**src/rtl/stage_instruction_fetch_buffered.sv**
```systemverilog
// Buffered instruction fetch stage.
// Keeps up to DEPTH fetches outstanding against a variable-latency memory,
// pairs each returned word with its PC in an in-order queue and presents the
// queue head to decode. An execute redirect restarts fetch at the target and
// silently discards responses still owed for wrong-path requests.
module stage_instruction_fetch_buffered #(
  parameter int unsigned     XLEN     = 32,
  parameter int unsigned     DEPTH    = 4,
  parameter logic [XLEN-1:0] RESET_PC = '0,
  parameter int unsigned     PC_STEP  = 4
) (
  input  logic            clk,
  input  logic            rst,
  input  logic            ex_pc_src,
  input  logic [XLEN-1:0] ex_pc_target,
  output logic            if_req_valid,
  input  logic            if_req_ready,
  output logic [XLEN-1:0] if_req_addr,
  input  logic            if_rsp_valid,
  input  logic [XLEN-1:0] if_rsp_data,
  output logic            de_valid,
  input  logic            de_ready,
  output logic [XLEN-1:0] de_instr,
  output logic [XLEN-1:0] de_pc,
  output logic [XLEN-1:0] de_pc_plus4
);

  localparam int unsigned     AW      = $clog2(DEPTH);
  localparam int unsigned     PW      = AW + 1;
  localparam logic [XLEN-1:0] STEP    = XLEN'(PC_STEP);
  localparam logic [PW:0]     DEPTH_W = DEPTH[PW:0];

  logic [XLEN-1:0] fetch_pc;
  logic [XLEN-1:0] pc_q    [DEPTH];
  logic [XLEN-1:0] instr_q [DEPTH];
  logic [PW-1:0]   alloc;
  logic [PW-1:0]   fill;
  logic [PW-1:0]   rd;
  logic [PW-1:0]   drop;

  // Head contents of the most recently consumed entry, shown while empty.
  logic [XLEN-1:0] last_instr;
  logic [XLEN-1:0] last_pc;
  logic [XLEN-1:0] last_pc_plus4;

  logic [PW-1:0]   occupancy;
  logic [PW-1:0]   pending;
  logic [PW:0]     budget;
  logic            req_fire;
  logic            rsp_drop;
  logic            rsp_fill;
  logic            pop;
  logic [PW-1:0]   drop_redirect;
  logic [AW-1:0]   rd_idx;
  logic [AW-1:0]   alloc_idx;
  logic [AW-1:0]   fill_idx;

  // Queue bookkeeping, request gating and head presentation.
  always_comb begin
    occupancy     = alloc - rd;
    pending       = alloc - fill;
    budget        = {1'b0, occupancy} + {1'b0, drop};
    if_req_valid  = ~rst & (budget < DEPTH_W);
    if_req_addr   = fetch_pc;
    req_fire      = if_req_valid & if_req_ready;
    rsp_drop      = if_rsp_valid & (drop != '0);
    // A response with nothing owed is a protocol violation and is ignored.
    rsp_fill      = if_rsp_valid & (drop == '0) & (pending != '0);
    de_valid      = (fill != rd);
    pop           = de_valid & de_ready;
    rd_idx        = rd[AW-1:0];
    alloc_idx     = alloc[AW-1:0];
    fill_idx      = fill[AW-1:0];
    // Everything owed by memory after this edge belongs to the old path:
    // pending plus a request accepted now, minus a response arriving now.
    drop_redirect = drop + pending + PW'(req_fire) - PW'(rsp_drop | rsp_fill);
    if (de_valid) begin
      de_instr    = instr_q[rd_idx];
      de_pc       = pc_q[rd_idx];
      de_pc_plus4 = pc_q[rd_idx] + STEP;
    end else begin
      de_instr    = last_instr;
      de_pc       = last_pc;
      de_pc_plus4 = last_pc_plus4;
    end
  end

  // Entry storage: PC captured on request acceptance, word on response.
  always_ff @(posedge clk) begin
    if (!ex_pc_src) begin
      if (req_fire) pc_q[alloc_idx] <= fetch_pc;
      if (rsp_fill) instr_q[fill_idx] <= if_rsp_data;
    end
  end

  // Fetch PC, queue pointers, drop counter and held head contents.
  always_ff @(posedge clk or posedge rst) begin
    if (rst) begin
      fetch_pc      <= RESET_PC;
      alloc         <= '0;
      fill          <= '0;
      rd            <= '0;
      drop          <= '0;
      last_instr    <= '0;
      last_pc       <= '0;
      last_pc_plus4 <= '0;
    end else if (ex_pc_src) begin
      fetch_pc <= {ex_pc_target[XLEN-1:2], 2'b00};
      alloc    <= '0;
      fill     <= '0;
      rd       <= '0;
      drop     <= drop_redirect;
    end else begin
      if (req_fire) begin
        alloc    <= alloc + 1'b1;
        fetch_pc <= fetch_pc + STEP;
      end
      if (rsp_drop) drop <= drop - 1'b1;
      if (rsp_fill) fill <= fill + 1'b1;
      if (pop) begin
        rd            <= rd + 1'b1;
        last_instr    <= de_instr;
        last_pc       <= de_pc;
        last_pc_plus4 <= de_pc_plus4;
      end
    end
  end

endmodule

```
**config.mk**
```make
export PLATFORM = sky130hd
export DESIGN_NAME = stage_instruction_fetch_buffered
export DESIGN_NICKNAME = d
export VERILOG_FILES = /design/src/rtl/stage_instruction_fetch_buffered.sv
export SDC_FILE = /design/constraint.sdc
export NUM_CORES = 1
export LEC_CHECK = 0
export CORE_MARGIN = 4
export CORE_UTILIZATION = 52
export CTS_BUF_LIST = sky130_fd_sc_hd__clkbuf_2
export CTS_CLUSTER_DIAMETER = 40
export DETAILED_ROUTE_END_ITERATION = 8
export PLACE_DENSITY = 0.84
export SYNTH_ARGS = -nofsm -noshare
export SYNTH_HDL_FRONTEND = slang
export SYNTH_SLANG_ARGS = --single-unit
```
**constraint.sdc**
```tcl
create_clock -name clk -period 6.3 [get_ports clk]
set_input_delay 1.26 -clock clk [delete_from_list [all_inputs] [get_ports clk]]
set_output_delay 1.26 -clock clk [all_outputs]
set_load 0.005 [all_outputs]
```
==> impl_metrics.csv, run 1 <==
group,metric,value,unit
logic_synthesis,synth-simple-area-share,12.3,%
clock_tree,cts.path.max_buffers,3,
drt,drt-met1-wl,15600,um
drt,drc_errors,0,
setup_path,cp.required,5.04,ns
logic_synthesis,yosysTopAreaCell,"edfxtp_1",
final_layout,layout-drive-gt1-share,18.8,%
clock_tree,clk_pin_slew,0.11,ns
sta,finClkSkew,0.0659,ns
final_layout,post-route-cell-area,20000,um^2
flow_run,drv_cap,0,
sta,final_max_slew_viol_count,0,
drt,postRouteAntennaNets,0,
placed_design,placed_area,19100,um^2
global_route,grt_antenna_before_repair,6,
logic_synthesis,synth_cell_types,52,
clock_tree,clkSinkCount,386,
logic_synthesis,yosys-top-cells-count,"nand2_1, edfxtp_1, dfrtp_1",
power_and_ir_drop,power,6790,uW
clock_tree,cts-root-buf,"clkbuf_2",
logic_synthesis,synth_warnings,0,
final_layout,syn2layout_area_growth,19.3,%
floorplan,fp.dieH,188,um
power_and_ir_drop,p_per_area,339,nW/um^2
clock_tree,cts_hold_buf,0,
setup_path,crit_type,"reg2out",
logic_synthesis,muxShareOfSynthArea,11.7,%
logic_synthesis,synthXorXnorAreaFrac,3.91,%
logic_synthesis,synth_top_area_share,44.3,%
floorplan,die_w,188,um
final_layout,final-seq-area,10900,um^2
power_and_ir_drop,vdd_drop_max,156,uV
final_layout,num-nets-final,1585,
clock_tree,htreeDepth,3,
power_and_ir_drop,p_sw,2030,uW
floorplan,top_level_ports,200,
hold_path,holdCritStartpoint,"last_pc[26]$_DFFE_PP0P_",
drt,drtIter0Drc,907,
logic_synthesis,synth-seq-cells,386,
logic_synthesis,ys_seq_area_share,64.9,%
final_layout,multi_input_area,5530,um^2
power_and_ir_drop,p_sw_share,29.8,%
setup_path,worst-path-max-fanout,43,
logic_synthesis,syn_area,16800,um^2
floorplan,start_util,53.0,%
power_and_ir_drop,power.leakage,0.00779,uW
sta,fin_crit,5.57,ns
setup_path,cp-start-kind,"flop",
logic_synthesis,synth_most_common_cell,"nand2_1",
logic_synthesis,synth_top_family_by_area,"simple AND/OR/NAND/NOR gates",
logic_synthesis,yosys-top-cells-area,"edfxtp_1, dfrtp_1, mux4_2",
setup_path,cp-startpoint,"rd[0]$_DFFE_PP0P_",
power_and_ir_drop,comb_power_share,26.8,%
run_status,status,"completed",
logic_synthesis,synth_area_per_cell,13.4,um^2
clock_tree,cts_tree,"yes",
sta,rsz0062_at_grt,"false",
global_route,grt_pass1_wl,60600,um
drt,wl_per_cell,19.1,um
global_route,grt-ovfl-total,0,
power_and_ir_drop,p_int,4770,uW
power_and_ir_drop,p_seq_share,47.1,%
global_route,grt_pass1_vias,11100,
sta,fin_tns_setup,0,ns
sta,fin_crit_sh,88.4,%
drt,drtPass1Iterations,6,
logic_synthesis,synth_edf_count,248,
clock_tree,clk_latency,0.92,ns
drt,wl_met3,2530,um
logic_synthesis,synth-compound-area-share,2.96,%
sta,hold_viol_final,0,
setup_path,endpoint_kind,"primary output",
global_route,grt.total_usage,21.8,%
drt,via_per_inst,5.43,
drt,wl_met2,18500,um
logic_synthesis,synthAdderAreaFrac,1.85,%
setup_path,r2r_end,"drop[2]$_DFFE_PP0P_",
clock_tree,cts_setup_buffers,0,
setup_path,reg2reg_depth,16,
drt,dr.max_layer_used,"met5",
floorplan,row_count,65,
logic_synthesis,postSynth.topFlopCell,"edfxtp_1",
global_route,grt_max_degree,97,
floorplan,core,31700,um^2
hold_path,min_to,"last_pc[26]$_DFFE_PP0P_",
setup_path,cp.arrival,4.31,ns
floorplan,die-area,35300,um^2
sta,worst_pin_slew,1.09,ns
sta,finalSetupViolCount,0,
logic_synthesis,syn_inst,1251,
setup_path,r2r_setup_slack,1.27,ns
clock_tree,post_cts_resize_count,0,
drt,dr_total_vias,10800,
placed_design,io_buffers,195,
sta,fmaxAchievable,180,MHz
setup_path,r2r-start,"rd[0]$_DFFE_PP0P_",
hold_path,hp-class,"reg2reg",
final_layout,nFillCells,2363,
drt,wl,37800,um
placed_design,hpwl,23800,um
power_and_ir_drop,clockPowerShare,26.1,%
hold_path,hold_depth,2,
clock_tree,cts_made_buffers,95,
sta,max-slew-margin-rel,27.0,%
placed_design,gp_congestion,0.791,
logic_synthesis,async_flop_share,35.8,%
[power by group through the flow]
stage               registers (uW)  logic, uW  clock network (uW)
floorplan                     3180        913                   0
global placement              3230       1780                   0
detailed placement            3250       1830                   0
CTS                           3200       1840                1830
global route                  3240       2010                1990
finish                        3200       1820                1770
[worst max path at each step]
stage / cells past startpoint / endpoint
2_1_floorplan: 1 / alloc[0]$_DFFE_PP0N_
3_3_place_gp: 16 / drop[2]$_DFFE_PP0P_
3_5_place_dp: 16 / drop[2]$_DFFE_PP0P_
4_1_cts: 8 / de_pc_plus4[26]
5_1_grt: 9 / if_req_valid
6_report: 7 / de_pc_plus4[26]
[cells by family (layout without fill, tap and decap cells)]
kind of cell | after synthesis | in the layout
xor+xnor | 75 | 75
flops | 386 | 386
mux | 111 | 111
other cells | 1 | 6
buf+inv | 86 | 406
compound gates | 96 | 96
fa+ha+maj | 23 | 23
simple gates | 473 | 473
[placed cells by master, fill, tap and decap left out, drive strengths merged, types with 2 or more instances in the layout]
master	instances
nand2	329
edfxtp	248
clkdlybuf4s50	194
clkbuf	145
dfrtp	138
mux4	62
o21ai	61
nor2	51
mux2	47
xnor2	41
xor2	34
a21oi	29
clkinv	28
ha	20
inv	20
and2	20
nand4	17
nand3	15
buf	14
and3	9
nor3	9
nor4	5
diode	4
bufinv	4
and4	3
o21a	3
or3	3
fa	3
or2	3
mux2i	2
and3b	2
conb	2
nor3b	2
[routing by layer]
metal  up-vias  global-route usage [%]
met2       390                    34.9
met1      5284                    29.4
met5         -                       0
met3        83                    4.88
li1       4989                       -
met4         4                    8.64
[flip-flops by register name, indices dropped and copies added (netlist names)]
signal and count:
alloc 3, drop 3, fill 3, last_pc 32
last_instr 32, last_pc_plus4 32, if_req_addr 30, pc_q 120
rd 3, instr_q 128
[final cells by class]
| cell class | instances | share of cell area, % |
|---|---|---|
| sequential | 386 | 54.4 |
| multi-input combinational | 780 | 27.6 |
| timing repair buffer | 208 | 10.2 |
| clock buffer | 145 | 3.62 |
| tap | 402 | 2.51 |
| clock inverter | 32 | 1.22 |
| inverter | 21 | 0.424 |
| antenna | 4 | 0.0499 |
[metrics by stage]
step | util [%] | hold WS [ns] | worst slack (ns) | instances
final | 63.2 | 0.484 | 0.732 | 1978
after floorplan | - | 0.444 | 1.34 | 1252
after global placement | 60.1 | 0.458 | 1.42 | 1797
after CTS | 63.2 | 0.485 | 0.589 | 1974
after global routing | 63.2 | 0.514 | 0.348 | 1978
after detailed placement | 60.1 | 0.462 | 1.26 | 1797
[worst max-delay path, stage by stage (launching register included)]
cell             delay [ns]
dfrtp_4                0.99
mux4_1                 0.83
and4_1                 0.31
and3_1                 0.26
nand4_1                0.13
xor2_1                 0.08
a21oi_1                0.22
clkdlybuf4s50_1        0.54
(Power assumes the default switching activity.)
==> run 2: changes to the inputs <==
--- a/config.mk
+++ b/config.mk
@@ -5,9 +5,10 @@
 export SDC_FILE = /design/constraint.sdc
 export NUM_CORES = 1
 export LEC_CHECK = 0
+export ABC_AREA = 0
 export CORE_MARGIN = 4
 export CORE_UTILIZATION = 52
-export CTS_BUF_LIST = sky130_fd_sc_hd__clkbuf_2
+export CTS_BUF_LIST = sky130_fd_sc_hd__clkbuf_8
 export CTS_CLUSTER_DIAMETER = 40
 export DETAILED_ROUTE_END_ITERATION = 8
 export PLACE_DENSITY = 0.84
==> impl_metrics.csv, run 2 (synthesis gave the netlist of run 1 again) <==
group,metric,value,unit
power_and_ir_drop,power.leakage,0.00776,uW
floorplan,die-area,35300,um^2
final_layout,layout_commonest_cell,"nand2_1",
global_route,grt_pass1_wl,60300,um
sta,rsz0062_at_grt,"false",
sta,fin_crit,5.23,ns
setup_path,endpoint_kind,"primary output",
clock_tree,cts-root-buf,"clkbuf_8",
final_layout,final_cell_mix,"nand2_1, edfxtp_1, clkdlybuf4s50_1",
global_route,grt.total_usage,21.5,%
floorplan,row_count,65,
sta,fmaxAchievable,191,MHz
sta,fin_crit_sh,83.1,%
drt,dr_total_vias,10500,
setup_path,crit_type,"reg2out",
clock_tree,clk_latency,0.61,ns
final_layout,top_regs,"instr_q (128), pc_q (120)",
setup_path,cp_num_buf_inv,1,
clock_tree,clk_pin_slew,0.06,ns
setup_path,cp_cell_sequence,"mux4_1 > and4_1 > and3_1 > nand4_1 > xor2_1 > a21oi_1 > clkdlybuf4s50_1",
final_layout,instances_no_fill,1915,
final_layout,num-nets-final,1551,
drt,via_per_inst,5.48,
run_status,status,"completed",
final_layout,largest_reg_flops,128,
clock_tree,cts.path.max_buffers,3,
global_route,grt_pass1_vias,10900,
sta,finClkSkew,0.0139,ns
global_route,grt-ovfl-total,0,
placed_design,gp_congestion,0.791,
global_route,grt_max_degree,97,
placed_design,hpwl,23800,um
power_and_ir_drop,vdd_drop_max,155,uV
sta,hold_viol_final,0,
sta,fin_tns_setup,0,ns
final_layout,final_util,63.9,%
setup_path,slowest_delay,0.97,ns
clock_tree,cts_setup_buffers,0,
global_route,grt_antenna_before_repair,4,
placed_design,placed_area,19100,um^2
setup_path,cpMaxStageDelayCell,"dfrtp_4",
floorplan,start_util,53.0,%
floorplan,die_w,188,um
clock_tree,post_cts_resize_count,0,
final_layout,post-route-cell-area,20300,um^2
drt,wl,37400,um
placed_design,io_buffers,195,
drt,postRouteAntennaNets,0,
floorplan,fp.dieH,188,um
setup_path,critical_path.top_delay_family,"flip-flops",
floorplan,core,31700,um^2
sta,final_max_slew_viol_count,0,
sta,worst_pin_slew,1.07,ns
power_and_ir_drop,p_per_area,349,nW/um^2
clock_tree,htreeDepth,2,
hold_path,hp-class,"reg2reg",
flow_run,drv_cap,0,
final_layout,layout-drive-gt1-share,14.4,%
setup_path,cp-start-kind,"flop",
setup_path,worst-path-max-fanout,43,
final_layout,top_register,"instr_q",
sta,finalSetupViolCount,0,
drt,drtIter0Drc,980,
power_and_ir_drop,power,7080,uW
setup_path,cp.required,5.04,ns
placed_design,place_inst,1797,
setup_path,cp.arrival,3.97,ns
sta,max-slew-margin-rel,28.7,%
clock_tree,cts_made_buffers,61,
drt,drtPass1Iterations,5,
final_layout,syn2layout_area_growth,20.7,%
clock_tree,clkSinkCount,386,
clock_tree,cts_tree,"yes",
drt,wl_per_cell,19.5,um
clock_tree,cts_hold_buf,0,
drt,drc_errors,0,
floorplan,top_level_ports,200,
==> run 2: cell types whose count changed in the layout (fill, tap and decap cells not counted) <==
| cell | before | now |
|---|---|---|
| bufinv_16 | 4 | 3 |
| clkbuf_2 | 145 | 0 |
| clkbuf_8 | 0 | 64 |
| clkinv_1 | 20 | 16 |
| clkinv_2 | 6 | 7 |
| clkinv_4 | 2 | 1 |
| clkinv_8 | 0 | 2 |
| clkinvlp_4 | 1 | 2 |
| diode_2 | 4 | 2 |
| inv_1 | 19 | 40 |
| inv_6 | 1 | 2 |
==> run 2: worst reg2reg max path: cells and delay by family (launching register included) <==
family | cells | cell delay (ns)
compound gates | 3 | 0.78
xor+xnor | 6 | 1.05
fa+ha+maj | 5 | 1.59
buf+inv | 1 | 0.05
flops | 1 | 0.97
simple gates | 1 | 0.40
==> run 2: routing by layer <==
metal  part of all wire, %  GRT usage, %  vias to the layer above
li1                      -             -                     4876
met1                    42          29.4                     5146
met2                    48          34.4                      383
met3                   6.5          4.04                       87
met4                   3.6          8.87                        4
met5                 0.056             0                        -
==> run 2: layout make-up <==
class / instances / area (um^2)
fillers: 2277 / 11400
flip-flops and latches: 386 / 10900
multi-input cells: 780 / 5530
repair buffers: 208 / 2040
clock buffers: 64 / 881
well taps: 402 / 503
clock inverters: 52 / 324
inverters: 21 / 85.1
diodes: 2 / 5.00
==> run 2: worst paths after layout <==
| kind | cells after the start | endpoint | slack [ns] | from |
|---|---|---|---|---|
| worst min register to register | 2 | last_pc[20]$_DFFE_PP0P_ | 0.48 | last_pc[20]$_DFFE_PP0P_ |
| min in group asynchronous | 2 | drop[0]$_DFFE_PP0P_ | 1.30 | rst |
| worst min-delay path | 2 | last_pc[20]$_DFFE_PP0P_ | 0.48 | last_pc[20]$_DFFE_PP0P_ |
| worst max register to register | 16 | drop[2]$_DFFE_PP0P_ | 1.35 | rd[0]$_DFFE_PP0P_ |
| worst max-delay path | 7 | de_pc_plus4[26] | 1.07 | rd[0]$_DFFE_PP0P_ |
| max in group asynchronous | 3 | last_instr[13]$_DFFE_PP0P_ | 3.87 | rst |
==> run 2: stage by stage <==
step | hold WS [ns] | worst slack, ns
after CTS | 0.479 | 1.00
after global routing | 0.501 | 0.771
after global placement | 0.458 | 1.42
after detailed placement | 0.462 | 1.26
final | 0.478 | 1.07
after floorplan | 0.444 | 1.34
==> run 2: where the power goes <==
group	internal [uW]	total, uW	switching (uW)	leakage, uW
clock network	1070	2050	977	0.000686
logic	985	1820	836	0.00303
registers	3010	3210	201	0.00405
==> run 3: changes to the inputs <==
--- a/config.mk
+++ b/config.mk
@@ -11,7 +11,7 @@
 export CTS_BUF_LIST = sky130_fd_sc_hd__clkbuf_8
 export CTS_CLUSTER_DIAMETER = 40
 export DETAILED_ROUTE_END_ITERATION = 8
-export PLACE_DENSITY = 0.84
+export PLACE_DENSITY = 0.87
 export SYNTH_ARGS = -nofsm -noshare
 export SYNTH_HDL_FRONTEND = slang
 export SYNTH_SLANG_ARGS = --single-unit
==> constraint.sdc (replaced) <==
create_clock -name clk -period 4.2 [get_ports clk]
set_input_delay 0.84 -clock clk [delete_from_list [all_inputs] [get_ports clk]]
set_output_delay 0.84 -clock clk [all_outputs]
set_load 0.005 [all_outputs]
==> impl_metrics.csv, run 3 (synthesis gave the netlist of run 1 again) <==
group,metric,value,unit
global_route,grt_antenna_before_repair,3,
floorplan,top_level_ports,200,
floorplan,die_w,188,um
drt,wl_per_cell,20.4,um
drt,drtIter0Drc,951,
power_and_ir_drop,power.leakage,0.00834,uW
final_layout,final_cell_mix,"nand2_1, edfxtp_1, clkdlybuf4s50_1",
setup_path,worst-path-max-fanout,8,
final_layout,num-nets-final,1610,
clock_tree,clkSinkCount,386,
floorplan,row_count,65,
final_layout,top_regs,"instr_q (128), pc_q (120)",
clock_tree,cts_tree,"yes",
placed_design,io_buffers,195,
final_layout,layout-drive-gt1-share,20.0,%
floorplan,start_util,53.0,%
sta,fin_crit,4.16,ns
flow_run,drv_cap,0,
sta,fin_tns_setup,0,ns
sta,rsz0062_at_grt,"true",
clock_tree,cts.path.max_buffers,3,
run_status,status,"completed",
setup_path,cp.required,3.36,ns
final_layout,top_register,"instr_q",
drt,via_per_inst,5.61,
final_layout,multi_input_area,5680,um^2
sta,setup_slack,0.0448,ns
setup_path,endpoint_kind,"primary output",
drt,drtPass1Iterations,7,
sta,fmaxAchievable,241,MHz
global_route,grt_pass1_wl,61700,um
global_route,grt.total_usage,22.0,%
clock_tree,htreeDepth,3,
floorplan,fp.dieH,188,um
final_layout,nFillCells,2113,
global_route,grt_pass1_vias,11200,
floorplan,die-area,35300,um^2
placed_design,gp_congestion,0.811,
final_layout,largest_reg_flops,128,
placed_design,hpwl,25400,um
clock_tree,clk_latency,0.58,ns
sta,max-slew-margin-rel,38.2,%
clock_tree,clk_pin_slew,0.06,ns
final_layout,layout_commonest_cell,"nand2_1",
sta,fin_crit_sh,98.9,%
drt,postRouteAntennaNets,0,
final_layout,syn2layout_area_growth,25.2,%
final_layout,instances_no_fill,1974,
setup_path,cp.arrival,3.32,ns
global_route,grt_max_degree,74,
sta,worst_pin_slew,0.927,ns
drt,drc_errors,0,
setup_path,crit_type,"reg2out",
setup_path,cp-start-kind,"flop",
global_route,grt-ovfl-total,0,
final_layout,post-route-cell-area,21000,um^2
floorplan,core,31700,um^2
power_and_ir_drop,p_per_area,518,nW/um^2
drt,wl,40300,um
sta,finalSetupViolCount,0,
sta,finClkSkew,0.0397,ns
placed_design,place_inst,1813,
sta,hold_viol_final,0,
power_and_ir_drop,vdd_drop_max,224,uV
final_layout,final-seq-area,10900,um^2
placed_design,dp_slack,0.176,ns
drt,dr_total_vias,11100,
hold_path,hp-class,"reg2reg",
placed_design,placed_area,19300,um^2
clock_tree,cts_made_buffers,66,
clock_tree,cts-root-buf,"clkbuf_8",
sta,final_max_slew_viol_count,0,
-- run 3: cell types whose count changed in the layout (fill, tap and decap cells not counted), moves of 8 or more --
cell,change
buf_4,+41
dlymetal6s2s_1,+12
clkbuf_8,+8
clkdlybuf4s50_1,-18
clkinv_1,-9
buf_12,+8
-- run 3: worst max-delay path: stages, from the launching register on --
cell and delay (ns):
dfrtp_4 0.48, buf_6 0.15, clkbuf_16 0.18, mux4_2 0.45
nand4_4 0.18, nor2_2 0.24, nand3_1 0.12, xor2_1 0.17
a21oi_1 0.24, clkdlybuf4s50_1 0.55
-- run 3: final cells by class --
cell class,count,share of cell area (%)
diodes,1,0.0119
clock buffers,72,4.71
clock inverters,50,1.33
inverters,21,0.399
multi-input cells,781,27.0
flip-flops and latches,386,51.8
well taps,402,2.39
repair buffers,261,12.3
-- run 3: layer usage --
metal	share of wire, %	vias up	global-route usage (%)
li1	-	4987	-
met1	40	5482	29.6
met2	49	495	35.5
met3	6.6	110	4.78
met4	3.9	4	8.81
met5	0.084	-	0
-- run 3: report_power, final --
| group | internal (uW) | total (uW) | switching [uW] |
|---|---|---|---|
| Sequential | 4510 | 4800 | 285 |
| Combinational | 1540 | 2920 | 1370 |
| Clock | 1670 | 3180 | 1510 |
-- run 3: timing repair --
item	in CTS	in global routing
buffers inserted	23	13
setup endpoints to repair	72	48
hold buffers	0	0
resized for setup	29	35
cloned	0	2
pin swaps	8	13
-- run 3: worst paths after layout --
kind | from | to | slack (ns) | cells past startpoint
max | rd[0]$_DFFE_PP0P_ | de_pc_plus4[15] | 0.04 | 9
min | last_pc[28]$_DFFE_PP0P_ | last_pc[28]$_DFFE_PP0P_ | 0.48 | 2
max reg2reg | fill[0]$_DFFE_PP0P_ | drop[2]$_DFFE_PP0P_ | 0.34 | 15
min reg2reg | last_pc[28]$_DFFE_PP0P_ | last_pc[28]$_DFFE_PP0P_ | 0.48 | 2
max in group asynchronous | rst | last_instr[18]$_DFFE_PP0P_ | 2.38 | 3
min in group asynchronous | rst | fill[1]$_DFFE_PP0P_ | 0.91 | 2
-- run 3: per-stage QoR --
step	util (%)	power (uW)	hold WS [ns]
after CTS	65.5	10900	0.476
after detailed placement	60.8	7690	0.463
after global placement	60.8	7560	0.458
after global routing	66.3	11500	0.504
final	66.3	10900	0.475
after floorplan	-	6150	0.444
